### src/rtl/kmeans_centroid_update_k2_d4_pkg.sv
// kmeans_centroid_update_k2_d4_pkg
// Shared definitions for the two-centroid, four-dimension k-means centroid
// updater and its sequential divider.
//   state_t      : top-level FSM states (ACCUM, DIVIDE, PUBLISH)
//   sumWidth()   : accumulator width derived from sample and counter widths
//   divCycles()  : number of cycles one division occupies
//   NUM_*        : fixed geometry of the block (2 centroids x 4 dimensions)
package kmeans_centroid_update_k2_d4_pkg;

  typedef enum logic [1:0] {
    ACCUM   = 2'd0,
    DIVIDE  = 2'd1,
    PUBLISH = 2'd2
  } state_t;

  localparam int DEFAULT_DATA_W  = 16;
  localparam int DEFAULT_COUNT_W = 16;
  localparam int NUM_CENTROIDS   = 2;
  localparam int NUM_DIMS        = 4;
  localparam int NUM_SLOTS       = NUM_CENTROIDS * NUM_DIMS;
  localparam int SLOT_W          = 3;

  // A sum of up to (2^countW - 1) samples of dataW bits never needs more than
  // dataW + countW bits, so the accumulators cannot wrap.
  function automatic int sumWidth(input int dataW, input int countW);
    return dataW + countW;
  endfunction

  // One quotient bit per dividend bit, plus the cycle that loads the operands.
  function automatic int divCycles(input int sumW);
    return sumW + 1;
  endfunction

endpackage

### src/rtl/kmeans_seq_divider.sv
// kmeans_seq_divider
// Restoring unsigned divider producing one quotient bit per cycle.
//   clk, rst_n  : clock and asynchronous active-low reset
//   i_start     : loads the operands; may be asserted in the same cycle as o_done
//   i_dividend  : SUM_W-bit dividend
//   i_divisor   : COUNT_W-bit divisor (a zero divisor gives a harmless, unused result)
//   o_done      : one-cycle pulse, high SUM_W+1 cycles after the start cycle
//   o_quotient  : low QUO_W bits of the quotient, valid while o_done is high
module kmeans_seq_divider
  import kmeans_centroid_update_k2_d4_pkg::*;
#(
  parameter int SUM_W   = 32,
  parameter int COUNT_W = 16,
  parameter int QUO_W   = 16
) (
  input  logic               clk,
  input  logic               rst_n,
  input  logic               i_start,
  input  logic [SUM_W-1:0]   i_dividend,
  input  logic [COUNT_W-1:0] i_divisor,
  output logic               o_done,
  output logic [QUO_W-1:0]   o_quotient
);

  localparam int CNT_W = $clog2(divCycles(SUM_W));

  logic [COUNT_W-1:0] r_rem;
  logic [SUM_W-1:0]   r_quo;
  logic [COUNT_W-1:0] r_divisor;
  logic [CNT_W-1:0]   r_cnt;
  logic               r_busy;
  logic               r_done;

  logic [COUNT_W:0]   w_remShift;
  logic [COUNT_W:0]   w_diff;

  // The remainder is always below the divisor, so the shifted remainder fits
  // in COUNT_W+1 bits and the top bit of the difference is a clean borrow.
  assign w_remShift = {r_rem, r_quo[SUM_W-1]};
  assign w_diff     = w_remShift - {1'b0, r_divisor};

  // Start loads the operands; each busy cycle then shifts one dividend bit into
  // the remainder and one quotient bit into the freed low end of r_quo.  The
  // last iteration raises done so the caller can chain the next division on
  // the very cycle it collects this quotient.
  always_ff @(posedge clk or negedge rst_n) begin
    if (!rst_n) begin
      r_rem     <= '0;
      r_quo     <= '0;
      r_divisor <= '0;
      r_cnt     <= '0;
      r_busy    <= 1'b0;
      r_done    <= 1'b0;
    end else if (i_start) begin
      r_rem     <= '0;
      r_quo     <= i_dividend;
      r_divisor <= i_divisor;
      r_cnt     <= CNT_W'(SUM_W);
      r_busy    <= 1'b1;
      r_done    <= 1'b0;
    end else if (r_busy) begin
      if (!w_diff[COUNT_W]) begin
        r_rem <= w_diff[COUNT_W-1:0];
        r_quo <= {r_quo[SUM_W-2:0], 1'b1};
      end else begin
        r_rem <= w_remShift[COUNT_W-1:0];
        r_quo <= {r_quo[SUM_W-2:0], 1'b0};
      end
      r_cnt <= r_cnt - CNT_W'(1);
      if (r_cnt == CNT_W'(1)) begin
        r_busy <= 1'b0;
        r_done <= 1'b1;
      end
    end else begin
      r_done <= 1'b0;
    end
  end

  assign o_done     = r_done;
  assign o_quotient = r_quo[QUO_W-1:0];

endmodule

### src/rtl/kmeans_centroid_update_k2_d4.sv
// kmeans_centroid_update_k2_d4
// Accumulates assigned samples per centroid over an epoch, then divides each
// per-dimension sum by the sample count and publishes the new centroids.
//   clk, rst_n                 : clock and asynchronous active-low reset
//   input_data0..3             : sample components
//   selected_centroid          : centroid the sample belongs to
//   in_valid / in_ready        : sample handshake (ready only while accumulating)
//   epoch_done                 : closes the epoch (sampled while in_ready=1)
//   centroid0_d0..centroid1_d3 : registered current centroids
//   centroid_valid             : one-cycle pulse when new centroids appear
//   overflow                   : sticky flag for samples dropped on a full counter
module kmeans_centroid_update_k2_d4
  import kmeans_centroid_update_k2_d4_pkg::*;
#(
  parameter int input_data_width = DEFAULT_DATA_W,
  parameter int count_width      = DEFAULT_COUNT_W
) (
  input  logic                        clk,
  input  logic                        rst_n,
  input  logic [input_data_width-1:0] input_data0,
  input  logic [input_data_width-1:0] input_data1,
  input  logic [input_data_width-1:0] input_data2,
  input  logic [input_data_width-1:0] input_data3,
  input  logic                        selected_centroid,
  input  logic                        in_valid,
  output logic                        in_ready,
  input  logic                        epoch_done,
  output logic [input_data_width-1:0] centroid0_d0,
  output logic [input_data_width-1:0] centroid0_d1,
  output logic [input_data_width-1:0] centroid0_d2,
  output logic [input_data_width-1:0] centroid0_d3,
  output logic [input_data_width-1:0] centroid1_d0,
  output logic [input_data_width-1:0] centroid1_d1,
  output logic [input_data_width-1:0] centroid1_d2,
  output logic [input_data_width-1:0] centroid1_d3,
  output logic                        centroid_valid,
  output logic                        overflow
);

  localparam int SUM_W = sumWidth(input_data_width, count_width);
  localparam logic [SLOT_W-1:0] LAST_SLOT = SLOT_W'(NUM_SLOTS - 1);

  // Slot index = {centroid, dimension}, so slots 0..3 belong to centroid 0.
  state_t                      r_state;
  logic [SUM_W-1:0]            r_sum      [NUM_SLOTS];
  logic [count_width-1:0]      r_count    [NUM_CENTROIDS];
  logic [input_data_width-1:0] r_centroid [NUM_SLOTS];
  logic [input_data_width-1:0] r_shadow   [NUM_SLOTS];
  logic [SLOT_W-1:0]           r_slot;
  logic                        r_startPending;
  logic                        r_publishNext;
  logic                        r_centroidValid;
  logic                        r_overflow;

  logic [input_data_width-1:0] w_inData [NUM_DIMS];
  logic [SLOT_W-1:0]           w_startSlot;
  logic                        w_divStart;
  logic                        w_divDone;
  logic [input_data_width-1:0] w_quotient;
  logic [SUM_W-1:0]            w_dividend;
  logic [count_width-1:0]      w_divisor;

  assign w_inData[0] = input_data0;
  assign w_inData[1] = input_data1;
  assign w_inData[2] = input_data2;
  assign w_inData[3] = input_data3;

  // The first division is launched from a flag set when the epoch closes, so
  // it sees sums that already include a sample accepted alongside epoch_done.
  // Every later division is launched on the cycle the previous one reports
  // done, which keeps each slot at exactly one divider period.
  assign w_startSlot = r_startPending ? r_slot : r_slot + SLOT_W'(1);
  assign w_divStart  = (r_state == DIVIDE) &&
                       (r_startPending || (w_divDone && (r_slot != LAST_SLOT)));
  assign w_dividend  = r_sum[w_startSlot];
  assign w_divisor   = r_count[w_startSlot[SLOT_W-1]];

  kmeans_seq_divider #(
    .SUM_W   (SUM_W),
    .COUNT_W (count_width),
    .QUO_W   (input_data_width)
  ) u_divider (
    .clk        (clk),
    .rst_n      (rst_n),
    .i_start    (w_divStart),
    .i_dividend (w_dividend),
    .i_divisor  (w_divisor),
    .o_done     (w_divDone),
    .o_quotient (w_quotient)
  );

  // Main FSM and datapath.  ACCUM adds samples into the selected centroid's
  // sums, dropping (and flagging) a sample whose counter is already full.
  // DIVIDE walks the eight slots, parking each quotient in a shadow register;
  // an empty cluster parks its old centroid instead so it stays put.  One
  // cycle after the last quotient, all outputs change together and the FSM
  // enters PUBLISH, which clears the epoch state on its way back to ACCUM.
  always_ff @(posedge clk or negedge rst_n) begin
    if (!rst_n) begin
      r_state         <= ACCUM;
      r_slot          <= '0;
      r_startPending  <= 1'b0;
      r_publishNext   <= 1'b0;
      r_centroidValid <= 1'b0;
      r_overflow      <= 1'b0;
      for (int i = 0; i < NUM_SLOTS; i++) begin
        r_sum[i]      <= '0;
        r_centroid[i] <= '0;
        r_shadow[i]   <= '0;
      end
      for (int k = 0; k < NUM_CENTROIDS; k++) begin
        r_count[k] <= '0;
      end
    end else begin
      case (r_state)
        ACCUM: begin
          if (in_valid) begin
            if (&r_count[selected_centroid]) begin
              r_overflow <= 1'b1;
            end else begin
              r_count[selected_centroid] <= r_count[selected_centroid] + count_width'(1);
              for (int d = 0; d < NUM_DIMS; d++) begin
                r_sum[{selected_centroid, 2'(d)}] <=
                  r_sum[{selected_centroid, 2'(d)}] + SUM_W'(w_inData[d]);
              end
            end
          end
          if (epoch_done) begin
            r_state        <= DIVIDE;
            r_slot         <= '0;
            r_startPending <= 1'b1;
          end
        end
        DIVIDE: begin
          r_startPending <= 1'b0;
          if (w_divDone) begin
            if (r_count[r_slot[SLOT_W-1]] == '0) begin
              r_shadow[r_slot] <= r_centroid[r_slot];
            end else begin
              r_shadow[r_slot] <= w_quotient;
            end
            if (r_slot == LAST_SLOT) begin
              r_publishNext <= 1'b1;
            end else begin
              r_slot <= r_slot + SLOT_W'(1);
            end
          end
          if (r_publishNext) begin
            for (int i = 0; i < NUM_SLOTS; i++) begin
              r_centroid[i] <= r_shadow[i];
            end
            r_publishNext   <= 1'b0;
            r_centroidValid <= 1'b1;
            r_state         <= PUBLISH;
          end
        end
        PUBLISH: begin
          r_centroidValid <= 1'b0;
          r_overflow      <= 1'b0;
          for (int i = 0; i < NUM_SLOTS; i++) begin
            r_sum[i] <= '0;
          end
          for (int k = 0; k < NUM_CENTROIDS; k++) begin
            r_count[k] <= '0;
          end
          r_state <= ACCUM;
        end
        default: begin
          r_state <= ACCUM;
        end
      endcase
    end
  end

  assign in_ready       = (r_state == ACCUM);
  assign centroid_valid = r_centroidValid;
  assign overflow       = r_overflow;
  assign centroid0_d0   = r_centroid[0];
  assign centroid0_d1   = r_centroid[1];
  assign centroid0_d2   = r_centroid[2];
  assign centroid0_d3   = r_centroid[3];
  assign centroid1_d0   = r_centroid[4];
  assign centroid1_d1   = r_centroid[5];
  assign centroid1_d2   = r_centroid[6];
  assign centroid1_d3   = r_centroid[7];

endmodule

### config.mk
export PLATFORM = sky130hd
export DESIGN_NAME = kmeans_centroid_update_k2_d4
export DESIGN_NICKNAME = d
export VERILOG_FILES = /design/src/rtl/kmeans_centroid_update_k2_d4_pkg.sv /design/src/rtl/kmeans_seq_divider.sv /design/src/rtl/kmeans_centroid_update_k2_d4.sv
export SDC_FILE = /design/constraint.sdc
export NUM_CORES = 1
export LEC_CHECK = 0
export CAP_MARGIN = 10
export CORE_MARGIN = 2
export CORE_UTILIZATION = 53
export CTS_CLUSTER_DIAMETER = 50
export DETAILED_ROUTE_END_ITERATION = 16
export MAX_ROUTING_LAYER = met4
export PLACE_DENSITY = 0.75
export SETUP_SLACK_MARGIN = 0.05
export SLEW_MARGIN = 30
export SYNTH_ARGS = -nofsm -noshare
export SYNTH_HDL_FRONTEND = slang
export SYNTH_HIERARCHICAL = 1
export SYNTH_SLANG_ARGS = --single-unit
### constraint.sdc
create_clock -name clk -period 3.1 [get_ports clk]
set_input_delay 0.465 -clock clk [delete_from_list [all_inputs] [get_ports clk]]
set_output_delay 0.465 -clock clk [all_outputs]
set_load 0.01 [all_outputs]
==> out/results.tsv, run 1 <==
metric	value	unit
cts_buffers	76	
mappedNetlistNets	3339	
setup-violations-final	0	
groute.usage.overall	0.349	
wl_met2	54500	um
highest-signal-layer	met4	
grt_start_max_net_pins	84	
detail_route.first_pass.iterations	7	
synth-seq-area-share	0.451	
worst_setup_path_start_kind	flip-flop	
detail_route.vias_per_cell	6.45	
setup_repair_after_global_routing_missed_its_margin	yes	
drt-total-wl	115000	um
postSynth.asyncResetShare	1.00	
min_period_over_period	0.973	
die_width	260	um
clk-insertion-delay-late	660	ps
syn_area	34700	um^2
route.detailed.wl_per_inst	25.1	um
worst_ir_drop_vdd	612	uV
globalplace.congestion	0.982	
route.layer.met1.wl	45400	um
crit_fanout	7	
initial_core_util	0.537	
slew_headroom	0.333	
layout_cell_share_with_drive_strength_beyond_1	0.304	
achievable_frequency	331	MHz
synthesis.instances	3180	
dpl.cell_count	4414	
ant_nets	0	
outcome	complete, no violations	
clock_tree.root_cell	sky130_fd_sc_hd__clkbuf_16	
critical-path-max-stage-delay	410	ps
grt_antenna_before_repair	4	
fin_nets	3810	
final_core_utilization	0.678	
post_synth_mux_area_share	0.200	
cap_violations	0	
finalNonFillerCells	4571	
powerDensity	747	nW/um^2
synthSimpleGateAreaFrac	0.102	
synthesis.area_per_instance	10.9	um^2
slew_violations	0	
criticalPathCategory	reg2reg	
setup_tns	0	ps
endpoint_kind	flip-flop	
wl_met3	8630	um
die-height	260	um
critical_path.most_common_cell	sky130_fd_sc_hd__a21o_1	
tritoncts	yes	
cts.sinks	625	
path_clk_slew	60	ps
yosys_register_bits	625	
synth-warning-count	6	
cts-htree-levels	3	
grt_pass1_wl	176000	um
crit_slowest_cell	sky130_fd_sc_hd__dfrtp_1	
post-dp-hpwl	81500	um
critical_path.top_delay_family	compound AO/OA/AOI/OAI gates	
floorplan.die_area	67500	um^2
final_min_period	3020	ps
worst-endpoint-arrival	3540	ps
static-leakage-power	19.9	nW
timing.critical_path.buf_inv	1	
placeableCoreArea	64600	um^2
tightest_slew	997	ps
via_count_of_the_first_global_routing_pass	29800	
floorplan.io_pins	200	
synthXorXnorAreaFrac	0.0217	
areaGrowthSynthToFinish	26.2	%
finalInstanceArea	43800	um^2
drt_first_iter_violations	3136	
placement_rows	93	
synth_top_family_by_area	multiplexers	
post_synth_fa_ha_maj_area_fraction	0.0335	
hold_viol	0	
place.port_buffers	199	
fin_skew	71.4	ps
overflow	0	
clk_path_buf_depth	3	
critPathRequiredTime	3630	ps
dpl_cell_area	40800	um^2
synth_edf_count	0	
share_of_the_synthesized_area_in_compound_gates_ao_oa_aoi_oai	0.156	
hp-class	in2async	
synth_top_flop_cell	sky130_fd_sc_hd__dfrtp_1	
route.vias.total	29500	
post_synth_num_cell_types	92	
drcViolationCount	0	
critical_path.cell_chain	mux2_2 > ha_1 > buf_4 > nand3_1 > and3b_1 > o21a_1 > o21ba_4 > nand3_2 > a21o_1 > a21o_1	
## layout by cell type, fill, tap and decap left out, drive strengths merged, types with 17 or more instances in the layout
cell           synthesis  layout
nor4                  20      20
nor2                 142     142
nand2b                17      17
o31ai                 38      38
clkdlybuf4s50          0     197
a22o                 123     123
mux2i                 81      81
nor3                  27      27
dfrtp                625     625
clkbuf                90     112
nand2                284     284
a21o                  42      42
nor2b                 23      23
a31oi                 53      53
or3                   18      18
xor2                  30      30
mux2                 396     396
nand4                 26      26
buf                  115     400
o21a                  20      20
nand3                 93      93
xnor2                 56      56
ha                    85      85
inv                   62      67
a21oi                136     136
mux4                  74      74
and3                  30      30
o21ai                270     270
## flip-flops by register name, summed over array words and instances, names as in the netlist, 32 cells and up
register and cells:
r_sum 256, r_count 32, u_divider/r_quo 32, r_shadow 128
## final timing paths
check	start	to	slack, ps	cells after the start
max	r_sum[200]	r_sum[221]	80	10
min	rst_n	u_divider/r_cnt[1]	440	2
max reg2reg	r_sum[200]	r_sum[221]	80	10
min reg2reg	r_sum[223]	r_sum[223]	480	1
max in group asynchronous	rst_n	r_count[20]	1720	3
min in group clk	epoch_done	r_state[0]	450	3
## layer usage
layer,GRT usage,vias up
li1,-,12800
met1,0.442,14900
met2,0.547,1461
met3,0.0562,342
met4,0.170,0
met5,-,-
## cells by family after synthesis
logic type,Yosys count
AOI/OAI and AO/OA,816
xor gates and xnor gates,86
adders and majority gates,90
buffers and inverters,270
DFF,625
muxes,551
and+or+nand+nor,742
## power by group
group | internal, mW | switching [mW]
Combinational | 6.05 | 6.69
Sequential | 9.35 | 1.19
Clock | 5.61 | 3.80
Total | 21.0 | 11.7
## metrics by stage
step                hold slack (ps)  total power [mW]  worst slack (ps)
floorplan                       169              18.2              -631
global placement                469              22.4              -479
detailed placement              456              22.9              -550
CTS                             417              32.4              54.4
global route                    478              34.1              6.48
finish                          439              32.7              82.5
## final cells by class
cell class / count / area, um^2
inverter: 65 / 244
fill: 4745 / 20800
multi-input combinational: 2285 / 18500
clock inverter: 27 / 474
tap: 855 / 1070
timing repair buffer: 598 / 5610
sequential: 625 / 15600
clock buffer: 112 / 2240
antenna: 4 / 10.0
## worst register-to-register path, delay by kind of cell, from the launching register on
kind / cells / cell delay, ps
fa+ha+maj: 1 / 350
mux: 1 / 280
buf+inv: 1 / 140
compound gates: 4 / 950
flops: 1 / 410
simple gates: 3 / 780
## Yosys cell counts (7+ instances only)
master	number	area (um^2)
sky130_fd_sc_hd__a211oi_1	13	97.6
sky130_fd_sc_hd__a21o_1	42	315
sky130_fd_sc_hd__a21oi_1	135	676
sky130_fd_sc_hd__a221o_1	7	70.1
sky130_fd_sc_hd__a221oi_1	9	78.8
sky130_fd_sc_hd__a22o_1	123	1080
sky130_fd_sc_hd__a22oi_1	8	60.1
sky130_fd_sc_hd__a311oi_1	9	78.8
sky130_fd_sc_hd__a31oi_1	53	332
sky130_fd_sc_hd__and2_1	15	93.8
sky130_fd_sc_hd__and3_1	30	188
sky130_fd_sc_hd__buf_1	17	63.8
sky130_fd_sc_hd__buf_2	66	330
sky130_fd_sc_hd__buf_4	27	203
sky130_fd_sc_hd__clkbuf_1	90	338
sky130_fd_sc_hd__dfrtp_1	625	15600
sky130_fd_sc_hd__ha_1	85	1060
sky130_fd_sc_hd__inv_1	61	229
sky130_fd_sc_hd__mux2_2	396	4460
sky130_fd_sc_hd__mux2i_1	81	811
sky130_fd_sc_hd__mux4_2	74	1670
sky130_fd_sc_hd__nand2_1	283	1060
sky130_fd_sc_hd__nand2b_1	17	106
sky130_fd_sc_hd__nand3_1	93	465
sky130_fd_sc_hd__nand3b_1	9	67.6
sky130_fd_sc_hd__nand4_1	26	163
sky130_fd_sc_hd__nor2_1	141	529
sky130_fd_sc_hd__nor2b_1	23	144
sky130_fd_sc_hd__nor3_1	23	115
sky130_fd_sc_hd__nor4_1	19	119
sky130_fd_sc_hd__o211ai_1	8	60.1
sky130_fd_sc_hd__o21a_1	20	150
sky130_fd_sc_hd__o21ai_0	227	1140
sky130_fd_sc_hd__o21ai_1	39	195
sky130_fd_sc_hd__o311ai_0	7	61.3
sky130_fd_sc_hd__o31ai_1	38	285
sky130_fd_sc_hd__or3_1	18	113
sky130_fd_sc_hd__or4_1	8	60.1
sky130_fd_sc_hd__xnor2_1	56	490
sky130_fd_sc_hd__xor2_1	30	263
## timing repair
| item | in CTS | in global routing |
|---|---|---|
| hold endpoints to repair | 65 | 0 |
| pin swaps | 7 | 17 |
| buffers inserted | 4 | 9 |
| hold buffers | 1 | 0 |
| gates resized for setup | 11 | 31 |
| endpoints found under the setup margin | 11 | 82 |
Note: power is estimated with default switching activity, not from simulation.
==> inputs of run 2 (changes only) <==
--- a/config.mk
+++ b/config.mk
@@ -6,10 +6,10 @@
 export NUM_CORES = 1
 export LEC_CHECK = 0
 export CAP_MARGIN = 10
-export CORE_MARGIN = 2
 export CORE_UTILIZATION = 53
 export CTS_CLUSTER_DIAMETER = 50
 export DETAILED_ROUTE_END_ITERATION = 16
+export GPL_TIMING_DRIVEN = 1
 export MAX_ROUTING_LAYER = met4
 export PLACE_DENSITY = 0.75
 export SETUP_SLACK_MARGIN = 0.05
==> out/results.tsv, run 2 (synthesis results as in run 1) <==
metric	value	unit
registers.top_by_ff_count	r_sum	
endpoint_kind	flip-flop	
cts-htree-levels	3	
globalplace.congestion	1.02	
achievable_frequency	333	MHz
static-leakage-power	19.8	nW
clock_power_frac	0.295	
route.vias.total	29100	
tritoncts	yes	
route.detailed.wl_per_inst	24.6	um
ant_nets	0	
power_frac_seq	0.323	
detail_route.first_pass.iterations	6	
areaGrowthSynthToFinish	25.7	%
crit_cells	12	
clk_path_buf_depth	3	
setup-violations-final	0	
die-height	258	um
grt_antenna_before_repair	1	
floorplan.io_pins	200	
layout_cell_share_with_drive_strength_beyond_1	0.300	
criticalPathCategory	reg2reg	
setup_tns	0	ps
critical_path.endpoint	r_sum[120]	
tightest_slew	877	ps
slew_headroom	0.413	
via_count_of_the_first_global_routing_pass	29900	
path_clk_slew	60	ps
regToRegEndpoint	r_sum[120]	
timing.critical_path.buf_inv	1	
post-dp-hpwl	79700	um
setup_repair_after_global_routing_missed_its_margin	yes	
top_regs	r_sum x256, r_shadow x128	
critPathRequiredTime	3600	ps
final_min_period	3010	ps
fin_skew	40.3	ps
clk-insertion-delay-late	660	ps
finalInstanceArea	43600	um^2
worst_ir_drop_vdd	601	uV
critical_path.cell_chain	mux2_4 > ha_4 > inv_2 > fa_2 > nor2b_1 > o31a_1 > o31a_1 > a2111o_2 > nand4_1 > nor2_1 > mux2i_1 > o21ai_1	
critical_path.top_delay_family	compound AO/OA/AOI/OAI gates	
layout_commonest_cell	sky130_fd_sc_hd__dfrtp_1	
initial_core_util	0.537	
layout.cells.most_common_list	sky130_fd_sc_hd__dfrtp_1, sky130_fd_sc_hd__mux2_2, sky130_fd_sc_hd__buf_4	
finalNonFillerCells	4545	
crit_fanout	8	
worst_setup_path_start_kind	flip-flop	
reported_net_switching_power	11.7	mW
grt_pass1_wl	174000	um
critical_path.most_common_cell	sky130_fd_sc_hd__o31a_1	
cap_violations	0	
powerDensity	749	nW/um^2
worst-endpoint-arrival	3510	ps
min_period_over_period	0.970	
grt_start_max_net_pins	137	
dpl_cell_area	40500	um^2
combinationalPowerShare	0.382	
groute.usage.overall	0.347	
floorplan.die_area	66500	um^2
power.share.switching	0.358	
drt-total-wl	112000	um
placeableCoreArea	64600	um^2
crit_slowest_cell	sky130_fd_sc_hd__a2111o_2	
die_width	258	um
placement_rows	93	
ff2ff_path_depth	12	
critical_path.startpoint	r_sum[224]	
hold_viol	0	
cts.sinks	625	
detail_route.vias_per_cell	6.41	
critical-path-max-stage-delay	570	ps
dpl.cell_count	4387	
internal-power	21.0	mW
drt_first_iter_violations	2721	
cts_buffers	81	
drcViolationCount	0	
place.port_buffers	199	
overflow	0	
fin_nets	3785	
hp-class	in2async	
reg2reg_slack	90	ps
outcome	complete, no violations	
slew_violations	0	
p_total	32.7	mW
clock_tree.root_cell	sky130_fd_sc_hd__clkbuf_16	
largest_register_ffs	256	
worst_r2r_startpoint	r_sum[224]	
## run 2: final cells by class
cell class	instances	area, um^2
diodes	1	2.50
clock buffers	101	2150
clock inverters	45	632
fillers	4651	21000
inverters	65	244
multi-input cells	2285	18500
flip-flops and latches	625	15600
well taps	855	1070
repair buffers	568	5350
## run 2: metrics by stage
| stage | setup slack (ps) | hold slack (ps) | utilization |
|---|---|---|---|
| floorplan | -631 | 169 | - |
| global placement | -448 | 430 | 0.628 |
| detailed placement | -527 | 431 | 0.628 |
| CTS | 58.6 | 350 | 0.672 |
| global route | -5.69 | 384 | 0.675 |
| finish | 92.7 | 364 | 0.675 |
## run 2: metal layers
metal  share of wire  wire length (um)  vias up  global-route usage
met3           0.077              8650      317              0.0562
met1            0.40             44500    14700               0.440
met2            0.48             53600     1393               0.549
met5               0                 0        -                   -
li1                -                 -    12700                   -
met4           0.045              5020        0               0.157
## run 2: what timing repair did
item	CTS	global route
setup buffers	2	9
resized for setup	6	36
endpoints found under the hold margin	44	0
setup endpoints to repair	37	88
pin swaps	10	18
hold buffers	1	0
## run 2: worst min path at each step
stage / to / from / cells after the start
CTS: u_divider/r_cnt[2] / rst_n / 2
global placement: u_divider/r_cnt[2] / rst_n / 1
detailed placement: u_divider/r_cnt[2] / rst_n / 1
finish: u_divider/r_cnt[2] / rst_n / 2
floorplan: centroid0_d0[0] / rst_n / 0
global route: u_divider/r_cnt[2] / rst_n / 2
## run 2: power by group through the flow
stage	Combinational, mW	Clock, mW	Sequential (mW)
after global routing	13.4	10.1	10.7
after floorplan	8.16	0	10.0
final	12.5	9.63	10.6
after global placement	11.7	0	10.5
after detailed placement	12.0	0	10.6
after CTS	12.2	9.73	10.5
